$ cat src/rtl/a_logic_stage.sv
// rtl/a_logic_stage.sv - bundled-data bitwise logic stage with matched delay
// Four-phase or two-phase r/a/d handshake, optional 2-flop synchronisers on r_i and a_o.
module a_logic_stage #(
  parameter int unsigned N     = 1,
  parameter logic [2:0]  OP    = 3'd1,
  parameter logic [31:0] T     = 32'd2,
  parameter logic        Rpol  = 1'b0,
  parameter logic        PROTO = 1'b0,
  parameter logic        SYNC  = 1'b0
) (
  input  logic           clk,
  input  logic           rst,
  input  logic           r_i,
  output logic           a_i,
  input  logic [2*N-1:0] d_i,
  output logic           r_o,
  input  logic           a_o,
  output logic [N-1:0]   d_o
);

  typedef enum logic [1:0] {IDLE, DELAY, REQ, RTZ} state_t;

  state_t      state;
  logic [31:0] cnt;
  logic        in_ph;
  logic        ack_ph;
  logic [1:0]  r_sync;
  logic [1:0]  a_sync;
  logic        r_s;
  logic        a_s;
  logic        start;
  logic [N-1:0] op_a;
  logic [N-1:0] op_b;
  logic [N-1:0] res;

  always_ff @(posedge clk) begin
    if (rst) begin
      r_sync <= {2{Rpol}};
      a_sync <= 2'b00;
    end else begin
      r_sync <= {r_sync[0], r_i};
      a_sync <= {a_sync[0], a_o};
    end
  end

  assign r_s = SYNC ? r_sync[1] : r_i;
  assign a_s = SYNC ? a_sync[1] : a_o;

  // Two-phase: a token is any difference from the last consumed request phase.
  assign start = PROTO ? (r_s != in_ph) : (r_s == ~Rpol);

  always_comb begin
    op_a = d_i[N-1:0];
    op_b = d_i[2*N-1:N];
    res  = op_a;
    case (OP)
      3'd0:    res = op_a;
      3'd1:    res = ~op_a;
      3'd2:    res = op_a & op_b;
      3'd3:    res = op_a | op_b;
      3'd4:    res = op_a ^ op_b;
      3'd5:    res = ~(op_a & op_b);
      3'd6:    res = ~(op_a | op_b);
      default: res = ~(op_a ^ op_b);
    endcase
  end

  always_ff @(posedge clk) begin
    if (rst) begin
      state  <= IDLE;
      r_o    <= Rpol;
      a_i    <= 1'b0;
      d_o    <= '0;
      cnt    <= 32'd0;
      in_ph  <= Rpol;
      ack_ph <= 1'b0;
    end else begin
      case (state)
        IDLE: begin
          if (start) begin
            d_o   <= res;
            cnt   <= T;
            state <= DELAY;
          end
        end
        // Request fires on the cycle the counter reads zero, so r_o trails capture by T+1 edges.
        DELAY: begin
          if (cnt == 32'd0) begin
            r_o   <= PROTO ? ~r_o : ~Rpol;
            state <= REQ;
          end else begin
            cnt <= cnt - 32'd1;
          end
        end
        REQ: begin
          if (PROTO) begin
            if (a_s != ack_ph) begin
              a_i    <= ~a_i;
              in_ph  <= ~in_ph;
              ack_ph <= ~ack_ph;
              state  <= IDLE;
            end
          end else if (a_s) begin
            a_i   <= 1'b1;
            r_o   <= Rpol;
            state <= RTZ;
          end
        end
        RTZ: begin
          if (r_s == Rpol && !a_s) begin
            a_i   <= 1'b0;
            state <= IDLE;
          end
        end
        default: state <= IDLE;
      endcase
    end
  end

endmodule

$ cat config.mk
export PLATFORM = sky130hd
export DESIGN_NAME = a_logic_stage
export DESIGN_NICKNAME = d
export VERILOG_FILES = /design/src/rtl/a_logic_stage.sv
export SDC_FILE = /design/constraint.sdc
export NUM_CORES = 1
export LEC_CHECK = 0
export BUFFER_PORTS_ARGS = -buffer_cell sky130_fd_sc_hd__buf_2
export CAP_MARGIN = 15
export CORE_UTILIZATION = 55
export CTS_CLUSTER_DIAMETER = 150
export DETAILED_ROUTE_END_ITERATION = 16
export PLACE_DENSITY = 0.72
export RECOVER_POWER = 50
export SYNTH_ARGS = -nofsm -noshare
export SYNTH_HDL_FRONTEND = slang
export SYNTH_SLANG_ARGS = --single-unit
$ cat constraint.sdc
create_clock -name clk -period 3.1 [get_ports clk]
set_input_delay 0.62 -clock clk [delete_from_list [all_inputs] [get_ports clk]]
set_output_delay 0.62 -clock clk [all_outputs]
set_load 0.05 [all_outputs]
==> run_results.csv <==
group,metric,value,unit
drt,dr.pass1.iters,4,
sta,worst_pin_slew,0.861,ns
setup_path,startpoint_type,"flop",
setup_path,path_cells,"inv_1, ha_1, or4b_2, or4_4, o31ai_4, buf_4, o311ai_0, o31ai_1",
synth,ys_ff_latch,37,
clock_network,cts.path.max_buffers,2,
setup_path,critPathMaxStageDelay,0.61,ns
cells_and_area,syn_to_final_growth,6.15,%
cells_and_area,fin_cells,289,
synth,synthMostInstantiatedCell,"dfxtp_1",
setup_path,cp_top_family,"simple AND/OR/NAND/NOR gates",
synth,synth.avg_cell_area,8.75,um2
synth,syn-num-nets,249,
grt,grt_pass1_vias,1718,
setup_path,critPathSlowestCell,"or4b_2",
synth,synth_cells,237,
place,placed_cells,282,
clock_network,cts_root_buf,"clkbuf_8",
synth,synth_ff_type,"dfxtp_1",
min_path,min_from,"cnt[13]",
min_path,worstHoldEndpoint,"cnt[13]",
setup_path,endpoint_kind,"flop",
cells_and_area,antenna_cells,0,
place,routabilityCongestion,0.807,
sta,setup_viol,0,
setup_path,worstReg2RegStart,"state[1]",
drt,avgRoutedWirePerCell,16.1,um
setup_path,cp.arrival,2.83,ns
sta,rsz0062_at_grt,"false",
grt,grt_pass1_wl,7980,um
clock_network,cts_tree,"done",
synth,yosys-top-cells-area,"dfxtp_1 36%, a21oi_2 4.2%, a21oi_1 4.1%",
clock_network,cts_setup_buffers,0,
floorplanning,die_x,63.4,um
floorplanning,coreArea,0.00347,mm2
drt,drt-total-wl,4650,um
place,portBuffers,7,
floorplanning,rows,21,
clock_network,numCtsBuffers,5,
synth,yosysTopAreaCell,"dfxtp_1",
setup_path,r2r_slack,0.47,ns
clock_network,clock_sinks,37,
sta,fin_crit_sh,0.850,
clock_network,htree_num_levels,2,
floorplanning,pin_count,9,
setup_path,crit_required,3.30,ns
synth,synth-edff-count,0,
status,outcome,"complete, no violations",
min_path,hold_depth,2,
floorplanning,die_y,63.4,um
setup_path,worst-path-max-fanout,15,
synth,synth_commonest_cells,"37 x dfxtp_1, 17 x a21oi_1, 17 x nor2_1",
synth,yosysWarnings,0,
drt,routed_via_density,6.50,
cells_and_area,final_layout_size_suffix_gt1_frac,0.181,
grt,grt_start_max_net_pins,30,
sta,max_freq,380,MHz
grt,antenna_found_initial,0,
min_path,hold_path.class,"reg -> reg",
setup_path,crit_type,"reg -> reg",
floorplanning,die_area,0.00402,mm2
sta,finalHoldViolations,0,
grt,grt_usage,0.255,
floorplanning,start_util,0.598,
synth,synth_area,0.00207,mm2
clock_network,cts_hold_buffers,0,
sta,drv_slew,0,
synth,synth_seq_area_share,0.357,
setup_path,critPathBufInv,2,
drt,drt_iter0_drc,107,
drt,drcViolationCount,0,
sta,relSlewSlack,0.423,
cells_and_area,seqCellArea,741,um2
synth,synth-async-reset-ratio,0,
drt,vias,1878,
drt,ant_nets,0,
clock_network,clk_pin_slew_worst_paths,0.07,ns
sta,period_needed,2.63,ns
job,drv_cap,0,
cells_and_area,layout.nets,255,
cells_and_area,fillers,330,
synth,synth_cell_types,48,
sta,finClkSkew,0.00407,ns
setup_path,regToRegEndpoint,"cnt[9]",
synth,synth_top_area_share,0.357,
cells_and_area,multi_input_area,0.00124,mm2
clock_network,postCtsResizedCells,0,
grt,grt_overflow,0,
clock_network,insertion_delay,0.29,ns
setup_path,ff2ff_path_depth,8,
place,hpwlAfterDp,3260,um
sta,timing.setup.tns,0,ns
## registers in the layout (all words and copies together) (netlist names)
register / count
d_o: 1
a_i: 1
cnt: 32
r_o: 1
state: 2
## final cells by class
cell class,count,area share
Multi-Input combinational cell,181,0.562
Sequential cell,37,0.336
Clock buffer,7,0.0392
Tap cell,46,0.0261
Timing Repair Buffer,11,0.0244
Inverter,7,0.0119
## worst reg2reg max path: cells and delay by family, from the launching register on
family / cells / cell delay [ns]
adders and majority gates: 1 / 0.18
buffers and inverters: 2 / 0.39
AOI/OAI and AO/OA: 3 / 0.54
DFF: 1 / 0.34
and+or+nand+nor: 2 / 1.09
## how the worst max path moves through the flow
| stage | from | endpoint | slack, ns | depth (start not counted) |
|---|---|---|---|---|
| global placement | state[1] | cnt[15] | 0.54 | 8 |
| finish | state[1] | cnt[9] | 0.47 | 8 |
| global route | state[1] | cnt[31] | 0.32 | 7 |
| floorplan | state[1] | cnt[0] | 0.62 | 9 |
| detailed placement | state[1] | cnt[12] | 0.48 | 8 |
| CTS | state[1] | cnt[12] | 0.46 | 8 |
## metal layers
| layer | share of wire | vias up | wire length [um] | global-route usage |
|---|---|---|---|---|
| li1 | - | 920 | - | - |
| met1 | 0.46 | 911 | 2150 | 0.318 |
| met2 | 0.48 | 37 | 2230 | 0.414 |
| met3 | 0.038 | 10 | 177 | 0.0562 |
| met4 | 0.020 | 0 | 93 | 0.125 |
| met5 | 0 | - | 0 | 0 |
## per-stage QoR
| stage | worst slack (ns) | utilization | instance area, um2 | hold slack (ns) |
|---|---|---|---|---|
| 6_report | 0.466 | 0.635 | 2200 | 0.474 |
| 5_1_grt | 0.317 | 0.635 | 2200 | 0.492 |
| 4_1_cts | 0.464 | 0.642 | 2230 | 0.471 |
| 3_5_place_dp | 0.478 | 0.617 | 2140 | 0.461 |
| 3_3_place_gp | 0.539 | 0.617 | 2140 | 0.453 |
| 2_1_floorplan | 0.619 | - | 2070 | 0.446 |
## kinds of logic after synthesis
logic type	share of synthesized area
muxes	0.0151
DFF	0.357
adders and majority gates	0.0362
AOI/OAI and AO/OA	0.262
and+or+nand+nor	0.268
buffers and inverters	0.0404
xor gates and xnor gates	0.0211
## layout by cell type, fill, tap and decap left out, drive strengths merged, types with 6 or more instances in the layout
cell / count
nand3: 8
nor2: 17
o21ai: 13
nor4: 7
nor3: 6
inv: 7
ha: 6
a21oi: 27
or4: 16
clkbuf: 12
o31ai: 13
or3: 10
dfxtp: 37
buf: 6
nand2: 13
Power is left out: the tool's default activity adds up to more than one toggle a clock period on the data nets, which glitch-free logic cannot reach.
